File: config.mk
export PLATFORM = sky130hd
export DESIGN_NAME = waveram_arbiter_flat
export DESIGN_NICKNAME = d
export VERILOG_FILES = /design/src/rtl/waveram_arbiter_if.sv /design/src/rtl/waveram_arbiter.sv /design/src/flat_wrapper.sv
export SDC_FILE = /design/constraint.sdc
export NUM_CORES = 1
export LEC_CHECK = 0
export CAP_MARGIN = 20
export CORE_AREA = 2 2 76 78
export DETAILED_ROUTE_END_ITERATION = 10
export DIE_AREA = 0 0 78 80
export PLACE_DENSITY = 0.84
export SLEW_MARGIN = 20
export SYNTH_ARGS = -nofsm -noshare
export SYNTH_HDL_FRONTEND = slang
export SYNTH_SLANG_ARGS = --single-unit
File: constraint.sdc
create_clock -name i_clock -period 3.3 [get_ports i_clock]
set_input_delay 0.66 -clock i_clock [delete_from_list [all_inputs] [get_ports i_clock]]
set_output_delay 0.66 -clock i_clock [all_outputs]
set_load 0.01 [all_outputs]
File: src/rtl/waveram_arbiter_if.sv
// Wave RAM arbiter bus bundle: voice read ports, host write port and RAM port.
// The slave modport is the arbiter's view; the master modport is the
// surrounding system (voices, host loader and RAM).
interface waveram_arbiter_if #(
    parameter int NUM_VOICES = 4,
    parameter int ADDR_WIDTH = 13,
    parameter int DATA_WIDTH = 8
);
    // voice read side
    logic [NUM_VOICES-1:0]            i_voice_req;
    logic [NUM_VOICES*ADDR_WIDTH-1:0] i_voice_addr;
    logic [NUM_VOICES-1:0]            o_voice_grant;
    logic [NUM_VOICES-1:0]            o_voice_valid;
    logic [DATA_WIDTH-1:0]            o_voice_data;

    // host wavetable load side
    logic                             i_host_wr_req;
    logic [ADDR_WIDTH-1:0]            i_host_wr_addr;
    logic [DATA_WIDTH-1:0]            i_host_wr_data;
    logic                             o_host_wr_ack;

    // synchronous RAM side
    logic [ADDR_WIDTH-1:0]            o_ram_addr;
    logic                             o_ram_we;
    logic [DATA_WIDTH-1:0]            o_ram_wdata;
    logic [DATA_WIDTH-1:0]            i_ram_rdata;

    modport slave (
        input  i_voice_req, i_voice_addr,
        output o_voice_grant, o_voice_valid, o_voice_data,
        input  i_host_wr_req, i_host_wr_addr, i_host_wr_data,
        output o_host_wr_ack,
        output o_ram_addr, o_ram_we, o_ram_wdata,
        input  i_ram_rdata
    );

    modport master (
        output i_voice_req, i_voice_addr,
        input  o_voice_grant, o_voice_valid, o_voice_data,
        output i_host_wr_req, i_host_wr_addr, i_host_wr_data,
        input  o_host_wr_ack,
        input  o_ram_addr, o_ram_we, o_ram_wdata,
        output i_ram_rdata
    );
endinterface

File: src/rtl/waveram_arbiter.sv
// Wave RAM arbiter: shares one synchronous wave RAM between NUM_VOICES
// oscillator readers (round-robin) and a host wavetable loader (priority,
// with a fairness flag so a stream of host writes cannot starve voices).
// One access issued per cycle; read data returns to the granted voice
// three cycles after its request was evaluated.
module waveram_arbiter #(
    parameter int NUM_VOICES = 4,
    parameter int ADDR_WIDTH = 13,
    parameter int DATA_WIDTH = 8
) (
    input  logic               i_clock,
    input  logic               i_reset_n,
    waveram_arbiter_if.slave   bus
);

    localparam int PTR_W = (NUM_VOICES > 1) ? $clog2(NUM_VOICES) : 1;

    // issue stage registers (visible the cycle after arbitration)
    logic [NUM_VOICES-1:0] grant_q, grant_d;
    logic                  ack_q, ack_d;
    logic [ADDR_WIDTH-1:0] addr_q, addr_d;
    logic                  we_q, we_d;
    logic [DATA_WIDTH-1:0] wdata_q, wdata_d;

    // arbitration state
    logic [PTR_W-1:0]      ptr_q, ptr_d;
    logic                  host_last_q, host_last_d;

    // read return pipeline: RAM cycle, then registered data stage
    logic [NUM_VOICES-1:0] valid_p1_q;
    logic [NUM_VOICES-1:0] valid_q;
    logic [DATA_WIDTH-1:0] data_q;

    // arbitration intermediates
    logic [NUM_VOICES-1:0] voice_eff;
    logic                  host_eff;
    logic                  rr_found;
    logic [PTR_W-1:0]      rr_idx;
    logic [PTR_W-1:0]      cand;
    logic                  host_wins;

    // Requesters currently being served are masked so a held request is not
    // granted twice; round-robin search starts one past the last voice granted.
    always_comb begin
        voice_eff = bus.i_voice_req & ~grant_q;
        host_eff  = bus.i_host_wr_req & ~ack_q;
        rr_found  = 1'b0;
        rr_idx    = ptr_q;
        cand      = '0;
        for (int unsigned off = 1; off <= NUM_VOICES; off++) begin
            cand = PTR_W'((32'(ptr_q) + off) % NUM_VOICES);
            if (!rr_found && voice_eff[cand]) begin
                rr_found = 1'b1;
                rr_idx   = cand;
            end
        end
        // host yields once to any waiting voice right after a host write
        host_wins = host_eff && !(host_last_q && rr_found);
    end

    // Next-state selection for the single access issued this cycle.
    always_comb begin
        grant_d     = '0;
        ack_d       = 1'b0;
        we_d        = 1'b0;
        addr_d      = addr_q;
        wdata_d     = wdata_q;
        ptr_d       = ptr_q;
        host_last_d = host_last_q;
        if (host_wins) begin
            ack_d       = 1'b1;
            we_d        = 1'b1;
            addr_d      = bus.i_host_wr_addr;
            wdata_d     = bus.i_host_wr_data;
            host_last_d = 1'b1;
        end else if (rr_found) begin
            grant_d[rr_idx] = 1'b1;
            addr_d          = bus.i_voice_addr[int'(rr_idx)*ADDR_WIDTH +: ADDR_WIDTH];
            ptr_d           = rr_idx;
            host_last_d     = 1'b0;
        end
    end

    // Issue stage and arbitration state; reset restarts the search at voice 0.
    always_ff @(posedge i_clock or negedge i_reset_n) begin
        if (!i_reset_n) begin
            grant_q     <= '0;
            ack_q       <= 1'b0;
            addr_q      <= '0;
            we_q        <= 1'b0;
            wdata_q     <= '0;
            ptr_q       <= PTR_W'(NUM_VOICES - 1);
            host_last_q <= 1'b0;
        end else begin
            grant_q     <= grant_d;
            ack_q       <= ack_d;
            addr_q      <= addr_d;
            we_q        <= we_d;
            wdata_q     <= wdata_d;
            ptr_q       <= ptr_d;
            host_last_q <= host_last_d;
        end
    end

    // Read return: track grants through the RAM latency, capture data and
    // pulse valid for the owning voice; reset drops anything in flight.
    always_ff @(posedge i_clock or negedge i_reset_n) begin
        if (!i_reset_n) begin
            valid_p1_q <= '0;
            valid_q    <= '0;
            data_q     <= '0;
        end else begin
            valid_p1_q <= grant_q;
            valid_q    <= valid_p1_q;
            if (|valid_p1_q) begin
                data_q <= bus.i_ram_rdata;
            end
        end
    end

    assign bus.o_voice_grant = grant_q;
    assign bus.o_voice_valid = valid_q;
    assign bus.o_voice_data  = data_q;
    assign bus.o_host_wr_ack = ack_q;
    assign bus.o_ram_addr    = addr_q;
    assign bus.o_ram_we      = we_q;
    assign bus.o_ram_wdata   = wdata_q;

endmodule

File: src/flat_wrapper.sv
// flat-port wrapper written by rule: the top's interface ports become plain ports
module waveram_arbiter_flat 
#(
    parameter int NUM_VOICES = 4,
    parameter int ADDR_WIDTH = 13,
    parameter int DATA_WIDTH = 8
)
  (i_clock, i_reset_n, bus_i_voice_req, bus_i_voice_addr, bus_o_voice_grant, bus_o_voice_valid, bus_o_voice_data, bus_i_host_wr_req, bus_i_host_wr_addr, bus_i_host_wr_data, bus_o_host_wr_ack, bus_o_ram_addr, bus_o_ram_we, bus_o_ram_wdata, bus_i_ram_rdata);
  waveram_arbiter_if #(.NUM_VOICES(NUM_VOICES), .ADDR_WIDTH(ADDR_WIDTH), .DATA_WIDTH(DATA_WIDTH)) bus_i ();
  input  logic i_clock;
  input  logic i_reset_n;
  input wire logic [$bits(bus_i.i_voice_req)-1:0] bus_i_voice_req;
  input wire logic [$bits(bus_i.i_voice_addr)-1:0] bus_i_voice_addr;
  output wire logic [$bits(bus_i.o_voice_grant)-1:0] bus_o_voice_grant;
  output wire logic [$bits(bus_i.o_voice_valid)-1:0] bus_o_voice_valid;
  output wire logic [$bits(bus_i.o_voice_data)-1:0] bus_o_voice_data;
  input wire logic [$bits(bus_i.i_host_wr_req)-1:0] bus_i_host_wr_req;
  input wire logic [$bits(bus_i.i_host_wr_addr)-1:0] bus_i_host_wr_addr;
  input wire logic [$bits(bus_i.i_host_wr_data)-1:0] bus_i_host_wr_data;
  output wire logic [$bits(bus_i.o_host_wr_ack)-1:0] bus_o_host_wr_ack;
  output wire logic [$bits(bus_i.o_ram_addr)-1:0] bus_o_ram_addr;
  output wire logic [$bits(bus_i.o_ram_we)-1:0] bus_o_ram_we;
  output wire logic [$bits(bus_i.o_ram_wdata)-1:0] bus_o_ram_wdata;
  input wire logic [$bits(bus_i.i_ram_rdata)-1:0] bus_i_ram_rdata;
  assign bus_i.i_voice_req = bus_i_voice_req;
  assign bus_i.i_voice_addr = bus_i_voice_addr;
  assign bus_o_voice_grant = bus_i.o_voice_grant;
  assign bus_o_voice_valid = bus_i.o_voice_valid;
  assign bus_o_voice_data = bus_i.o_voice_data;
  assign bus_i.i_host_wr_req = bus_i_host_wr_req;
  assign bus_i.i_host_wr_addr = bus_i_host_wr_addr;
  assign bus_i.i_host_wr_data = bus_i_host_wr_data;
  assign bus_o_host_wr_ack = bus_i.o_host_wr_ack;
  assign bus_o_ram_addr = bus_i.o_ram_addr;
  assign bus_o_ram_we = bus_i.o_ram_we;
  assign bus_o_ram_wdata = bus_i.o_ram_wdata;
  assign bus_i.i_ram_rdata = bus_i_ram_rdata;
  waveram_arbiter #(.NUM_VOICES(NUM_VOICES), .ADDR_WIDTH(ADDR_WIDTH), .DATA_WIDTH(DATA_WIDTH)) u_core (.i_clock(i_clock), .i_reset_n(i_reset_n), .bus(bus_i));
endmodule
### Word level (Yosys, flattened, before mapping)

Cells that the tools add are included.

* memories: 0
* bits in writable memories: 0
* register bits after elaboration: 45
* logic and storage cells: 64
* ROM bits: 0
* bits in latches: 0
* input bits: 88
* output and inout bits: 39

* reduce and logical (&&, ||, !) cells: 13
* add/subtract/negate cells: 4
* muxes and demuxes: 25
* multiply operators: 1
* equal/unequal tests: 0
* bitwise gates (word level): 5
* divide/modulo/power cells: 0
* shift operators: 1
* magnitude comparators: 6

Operator list (number)
* indexed part select 52 x 32 -> 13 bit: 1
* 2-to-1 mux 13 bit: 2
* less-than comparator 2 x 3 -> 1 bit, second input constant: 5
* 2-to-1 mux 1 bit: 12
* binary-select mux 1 bit (select 2 bit): 4
* 2-to-1 mux 2 bit: 4
* 2-to-1 mux 4 bit: 2
* logical AND 1 bit: 6
* multiplier 2 x 4 -> 6 bit, second input constant: 1
* adder 2 x 1 -> 2 bit, second input constant: 2
* adder 2 bit, second input constant: 2
* bitwise AND 4 bit: 1
* logical NOT 1 bit: 4
* NOT 4 bit: 1
* OR reduction 4 bit: 1
* demux 1 bit (select 2 bit): 1
* greater-or-equal comparator 2 x 1 -> 1 bit, second input constant: 1
* NOT 1 bit: 2
* AND reduction 2 bit: 1
* nonzero test 2 bit: 1
* bitwise AND 1 bit: 1

### Depth between registers and ports, before layout

* depth in word-level cells: 20
* depth in mapped cells: 7
* depth with buffers taken out: 5

### Worst setup path after synthesis

OpenSTA, ideal clock, no wires.

* path kind: input port to flip-flop
* start point: input port bus_i_voice_req[2]
* end point: register u_core.wdata_q[2] (netlist: u_core.bus.o_ram_wdata[2])
* library setup time: 0.128 ns
* path slack: 1.356 ns
* buffers on the path: 1
* required time: 3.172 ns
* data arrival time: 1.817 ns
* stages: 5
* path through: nor2b_2 > nand4b_1 > a21oi_2 > buf_4 > mux2_1

* cells in the longest elaborated chain, start to end: 16
* elaborated cells between the ends (all ways): 22
* classes of those cells: mux: 12; bitwise: 1; reduce/logical: 9

RTL lines
* start, declared: line flat_wrapper.sv:12 `input wire logic [$bits(bus_i.i_voice_req)-1:0] bus_i_voice_req;`
* bitwise AND 4 bit *: line waveram_arbiter.sv:45 `voice_eff = bus.i_voice_req & ~grant_q;`
* binary-select mux 1 bit (select 2 bit): line waveram_arbiter.sv:52 `if (!rr_found && voice_eff[cand]) begin`
* 2-to-1 mux 1 bit (not written as such): line waveram_arbiter.sv:52
* 2-to-1 mux 1 bit: line waveram_arbiter.sv:52
* logical NOT 1 bit: line waveram_arbiter.sv:52
* logical AND 1 bit: line waveram_arbiter.sv:52
* 2-to-1 mux 1 bit: line waveram_arbiter.sv:52
* logical NOT 1 bit: line waveram_arbiter.sv:52
* logical AND 1 bit: line waveram_arbiter.sv:52
* 2-to-1 mux 1 bit: line waveram_arbiter.sv:52
* logical NOT 1 bit: line waveram_arbiter.sv:52
* logical AND 1 bit: line waveram_arbiter.sv:52
* 2-to-1 mux 1 bit *: line waveram_arbiter.sv:52
* logical AND 1 bit *: line waveram_arbiter.sv:58 `host_wins = host_eff && !(host_last_q && rr_found);`
* logical NOT 1 bit *: line waveram_arbiter.sv:58
* logical AND 1 bit *: line waveram_arbiter.sv:58
* end signal, assigned: line waveram_arbiter.sv:99 `wdata_q <= wdata_d;`
* end, declared: line waveram_arbiter.sv:23 `logic [DATA_WIDTH-1:0] wdata_q, wdata_d;`

Every way passes the cells marked *; elsewhere a longest branch is shown, timed or not. The select of a mux whose other input is x is not followed.
A chain may end at the register's enable or synchronous reset.

### Final worst setup path

* start point: input port bus_i_voice_req[2]
* end point: register u_core.addr_q[10] (netlist: u_core.bus.o_ram_addr[10])

* cells in the longest elaborated chain, start to end: 17
* elaborated cells between the ends (all ways): 31
* classes of those cells: mul: 1; shift: 1; mux: 18; bitwise: 1; reduce/logical: 10

RTL lines
* bitwise AND 4 bit *: line waveram_arbiter.sv:45
* binary-select mux 1 bit (select 2 bit): line waveram_arbiter.sv:52
* 2-to-1 mux 1 bit (not written as such): line waveram_arbiter.sv:52
* 2-to-1 mux 1 bit: line waveram_arbiter.sv:52
* logical NOT 1 bit: line waveram_arbiter.sv:52
* logical AND 1 bit: line waveram_arbiter.sv:52
* 2-to-1 mux 1 bit: line waveram_arbiter.sv:52
* logical NOT 1 bit: line waveram_arbiter.sv:52
* logical AND 1 bit: line waveram_arbiter.sv:52
* 2-to-1 mux 1 bit: line waveram_arbiter.sv:52
* logical NOT 1 bit: line waveram_arbiter.sv:52
* logical AND 1 bit: line waveram_arbiter.sv:52
* 2-to-1 mux 2 bit / 2-to-1 mux 1 bit (equally long branches): line waveram_arbiter.sv:52
* multiplier 2 x 4 -> 6 bit / logical AND 1 bit (equally long branches): line waveram_arbiter.sv:78, waveram_arbiter.sv:58
* indexed part select 52 x 32 -> 13 bit / logical NOT 1 bit (equally long branches): line waveram_arbiter.sv:78, waveram_arbiter.sv:58
* 2-to-1 mux 13 bit / logical AND 1 bit (equally long branches): line waveram_arbiter.sv:76, waveram_arbiter.sv:58
* 2-to-1 mux 13 bit / nonzero test 2 bit (equally long branches)
* end signal, assigned: line waveram_arbiter.sv:97 `addr_q <= addr_d;`
* end, declared: line waveram_arbiter.sv:21 `logic [ADDR_WIDTH-1:0] addr_q, addr_d;`

Marks and branches as above.

==> results_tabular.tex <==
\begin{tabular}{lr}
\hline
Metric & Value \\
\hline
\multicolumn{2}{l}{\textbf{Worst setup path}} \\
\quad Maximum fanout along the worst path & 13 \\
\quad Type of the worst setup path & input port to flip-flop \\
\quad Data required time at the worst endpoint & 3500 ps \\
\quad Endpoint of the worst setup timing path & u\_core.bus.o\_ram\_addr[10]\$\_DFFE\_PN0P\_ \\
\quad Critical Path Source Type & input port \\
\quad Slowest cell on the critical path & nor2b\_1 \\
\quad Critical path buffer and inverter count & 1 \\
\quad Start of the worst register-to-register path & u\_core.bus.o\_voice\_grant[1]\$\_DFF\_PN0\_ \\
\quad Critical Path Max Stage Delay & 880 ps \\
\quad Worst r2r dst & u\_core.bus.o\_ram\_addr[10]\$\_DFFE\_PN0P\_ \\
\quad Setup slack of the worst register-to-register path & 1190 ps \\
\quad Number of logic stages on the critical path including buffering & 6 \\
\quad Cell Chain, Critical Path & clkdlybuf4s50\_1 -> nor2b\_2 -> nand4b\_1 -> nor2b\_1 -> a22oi\_1 -> o221ai\_1 \\
\quad Crit path arrival time & 2720 ps \\
\quad Reg2reg path depth & 5 \\
\quad Critical path origin & bus\_i\_voice\_req[2] \\
\quad Capturing element type of the critical path & flip-flop \\
\quad CP top delay family & simple AND/OR/NAND/NOR gates \\
\multicolumn{2}{l}{\textbf{Placed design}} \\
\quad Detailed placement HPWL & 4100 um \\
\quad Gpl congestion & 0.739 \\
\quad Port-buffer cells & 126 \\
\quad Placed Instance Area & 3410 sq um \\
\multicolumn{2}{l}{\textbf{Global route}} \\
\quad Global-route wire length before repair & 8870 um \\
\quad M3 GR Usage & 5.54\% \\
\quad Overall fraction of global-route tracks in use & 18.1\% \\
\quad Number of global-route vias before repair & 1853 \\
\quad GRT busiest layer & met2 \\
\quad Overflow left after global routing & 0 \\
\quad Initial antenna violation count & 0 \\
\quad Largest net degree at the start of global routing & 46 \\
\quad Met2 usage & 32.2\% \\
\quad GRT met1 Usage & 21.8\% \\
\multicolumn{2}{l}{\textbf{Detailed routing}} \\
\quad Total number of vias & 1776 \\
\quad Number of routed nets with antenna violations & 0 \\
\quad DR WL/cell & 15.4 um \\
\quad Drt total wl & 5410 um \\
\quad Average via count per standard cell & 5.05 \\
\quad Total DRC errors in the routed layout & 0 \\
\quad 1st-iter DRT viols & 111 \\
\quad First-pass DRT Iterations & 4 \\
\multicolumn{2}{l}{\textbf{Clock network}} \\
\quad Resized Gates After CTS & 0 \\
\quad Clk slew on worst S/H paths & 80 ps \\
\quad Latest clock arrival within the worst-skew pair & 290 ps \\
\quad Max clock buf depth & 2 \\
\quad Number of CTS-inserted buffers & 5 \\
\quad Cts-stage hold buffer count & 0 \\
\quad CTS H-Tree Depth & 2 \\
\quad Master cell of the clock root buffer & clkbuf\_8 \\
\quad Num Clock Sinks & 45 \\
\quad Post-CTS Repair Setup Buffers & 0 \\
\quad Clock tree from TritonCTS & yes \\
\multicolumn{2}{l}{\textbf{Power and ir drop}} \\
\quad Combinational cell fraction of total power & 51.8\% \\
\quad Power per standard cell area & 797 nW/um\^{}2 \\
\quad Sequential group share of total power & 34.3\% \\
\quad IR Drop Worst-Case VDD & 0.440 mV \\
\quad Net switching fraction of the power & 33.2\% \\
\quad Power Internal & 1.87 mW \\
\quad Clk pwr share & 13.9\% \\
\quad Switching power total & 0.932 mW \\
\quad Standby leakage power & 1.46 nW \\
\multicolumn{2}{l}{\textbf{STA}} \\
\quad Transition time at the pin with the least slew margin & 1050 ps \\
\quad Shortest clock period the worst path allows after layout & 2520 ps \\
\quad Final Max Slew Viols & 0 \\
\quad Final hold viol count & 0 \\
\quad Worst slew slack as a fraction of its limit & 29.7\% \\
\quad Total setup violations reported at the end of the flow & 0 \\
\quad Layout Skew & 4.11 ps \\
\quad Total negative slack for setup checks & 0 ps \\
\quad RSZ-0062 raised after global routing & no \\
\quad Max Clk Rate & 0.396 GHz \\
\quad Share of the cycle needed by the critical path after routing & 76.5\% \\
\multicolumn{2}{l}{\textbf{Logic synthesis}} \\
\quad Sequential element share of the synthesized area & 53.0\% \\
\quad Synth async-reset ratio & 100\% \\
\quad Synthesized net count & 242 \\
\quad Post-synthesis instance area & 2130 sq um \\
\quad Yosys warning total & 0 \\
\quad Post-synthesis cell type count & 29 \\
\quad Synthesized area divided by synthesized cell count & 13.8 sq um \\
\quad Gate Count Post-Synth & 154 \\
\quad Most frequently used flop master after synthesis & dfrtp\_1 \\
\quad Number of flip-flops and latches in the synthesized netlist & 45 \\
\quad Post-synth EDFFs & 0 \\
\multicolumn{2}{l}{\textbf{Floorplanning}} \\
\quad Number of placed I/O pins & 127 \\
\quad Width of the die & 78 um \\
\quad Starting density of the core & 39.4\% \\
\quad Overall die height & 80 um \\
\quad Die Area & 6240 sq um \\
\quad Placeable core region & 5410 sq um \\
\quad Placement Rows & 27 \\
\multicolumn{2}{l}{\textbf{Layout}} \\
\quad Layout net count & 368 \\
\quad Final std cell area, no fill & 3520 sq um \\
\quad Antenna Diode Count & 0 \\
\quad Number of fill cells & 441 \\
\quad Layout-stage area growth over the synthesis result & 65.4\% \\
\quad Fraction of final layout cells with drive strength greater than 1 & 11.1\% \\
\multicolumn{2}{l}{\textbf{Flow run}} \\
\quad Number of violations of the max-capacitance limit & 0 \\
\multicolumn{2}{l}{\textbf{Hold path}} \\
\quad Worst hold-check path type & input port to asynchronous set/reset pin \\
\multicolumn{2}{l}{\textbf{Outcome}} \\
\quad Status & finished clean \\
\hline
\end{tabular}
[metrics by stage]
stage               util (%)  instances  power (mW)  setup slack [ps]  hold WS (ps)
finish                  65.1        352        2.81               776           356
floorplan                  -        154        1.83              1360           364
detailed placement      63.2        345        2.44               476           404
CTS                     65.1        352        2.84               785           424
global placement        63.2        345        2.41               594           398
global route            65.1        352        3.00               580           397
[worst reg2reg max path, delay by kind of cell, from the launching register on]
kind	cells	cell delay, ps
AOI/OAI and AO/OA	2	310
DFF	1	390
and+or+nand+nor	3	1320
[routing by layer]
metal / share of wire, % / wire, um
met5: 0 / 0
met4: 1.2 / 66
met3: 8.1 / 441
met2: 50 / 2710
met1: 40 / 2190
[worst min-delay path by stage]
stage,from,slack (ps),endpoint
after floorplan,i_reset_n,360,u_core.bus.o_host_wr_ack$_DFF_PN0_
after global placement,u_core.bus.o_voice_grant[0]$_DFF_PN0_,400,u_core.valid_p1_q[0]$_DFF_PN0_
after detailed placement,u_core.bus.o_voice_grant[0]$_DFF_PN0_,400,u_core.valid_p1_q[0]$_DFF_PN0_
after CTS,u_core.bus.o_voice_grant[0]$_DFF_PN0_,420,u_core.valid_p1_q[0]$_DFF_PN0_
after global routing,i_reset_n,400,u_core.bus.o_voice_valid[1]$_DFF_PN0_
final,i_reset_n,360,u_core.bus.o_voice_valid[3]$_DFF_PN0_
[layout make-up]
type	count	area, sq um	share of cell area [%]
clock inverters	2	35.0	0.995
flip-flops and latches	45	1130	32.1
clock buffers	5	68.8	1.95
repair buffers	128	1270	36.2
well taps	72	90.1	2.56
multi-input cells	100	925	26.3
[registers in the layout (all words and copies together) (netlist names), 2 cells and up]
register / cells
u_core.bus.o_ram_addr: 13
u_core.bus.o_voice_valid: 4
u_core.bus.o_ram_wdata: 8
u_core.valid_p1_q: 4
u_core.bus.o_voice_data: 8
u_core.bus.o_voice_grant: 4
u_core.ptr_q: 2
[cells in the final DEF (no fill, tap or decap), types with 2 or more instances in the layout]
cell and n:
nand2_1 2, o221ai_1 13, mux2_2 10, clkbuf_8 5
nand2b_1 5, a22oi_1 14, clkdlybuf4s50_1 125, dfrtp_1 43
nor2_1 3, mux2_1 6, o21a_1 2, dfstp_2 2
buf_4 3, nor2b_1 5, mux2i_1 27
[power by group through the flow]
stage                     Combinational (mW)  Sequential [mW]  Clock [mW]
after floorplan                        0.773             1.05           0
final                                   1.45            0.962       0.392
after global placement                  1.44            0.966           0
after global routing                    1.57            0.996       0.430
after detailed placement                1.48            0.969           0
after CTS                               1.47            0.965       0.407
[kinds of logic (layout without fill, tap and decap cells)]
group,after synthesis,in the layout,share of synthesized area [%]
and+or+nand+nor,21,21,6.82
DFF,45,45,53.0
AOI/OAI and AO/OA,35,35,14.4
muxes,44,44,22.2
buffers and inverters,9,135,3.53
[cells in the mapped netlist, drive strengths merged (2+ instances only)]
cell type,number,area (sq um)
a22oi,14,105
a2bb2oi,2,23.8
buf,9,75.1
dfrtp,43,1080
dfstp,2,52.6
mux2,16,180
mux2i,28,293
nand2,2,7.51
nand2b,6,45.0
nor2,3,11.3
nor2b,6,40.0
o21a,3,30.0
o221ai,13,114
(Power assumes the default switching activity.)
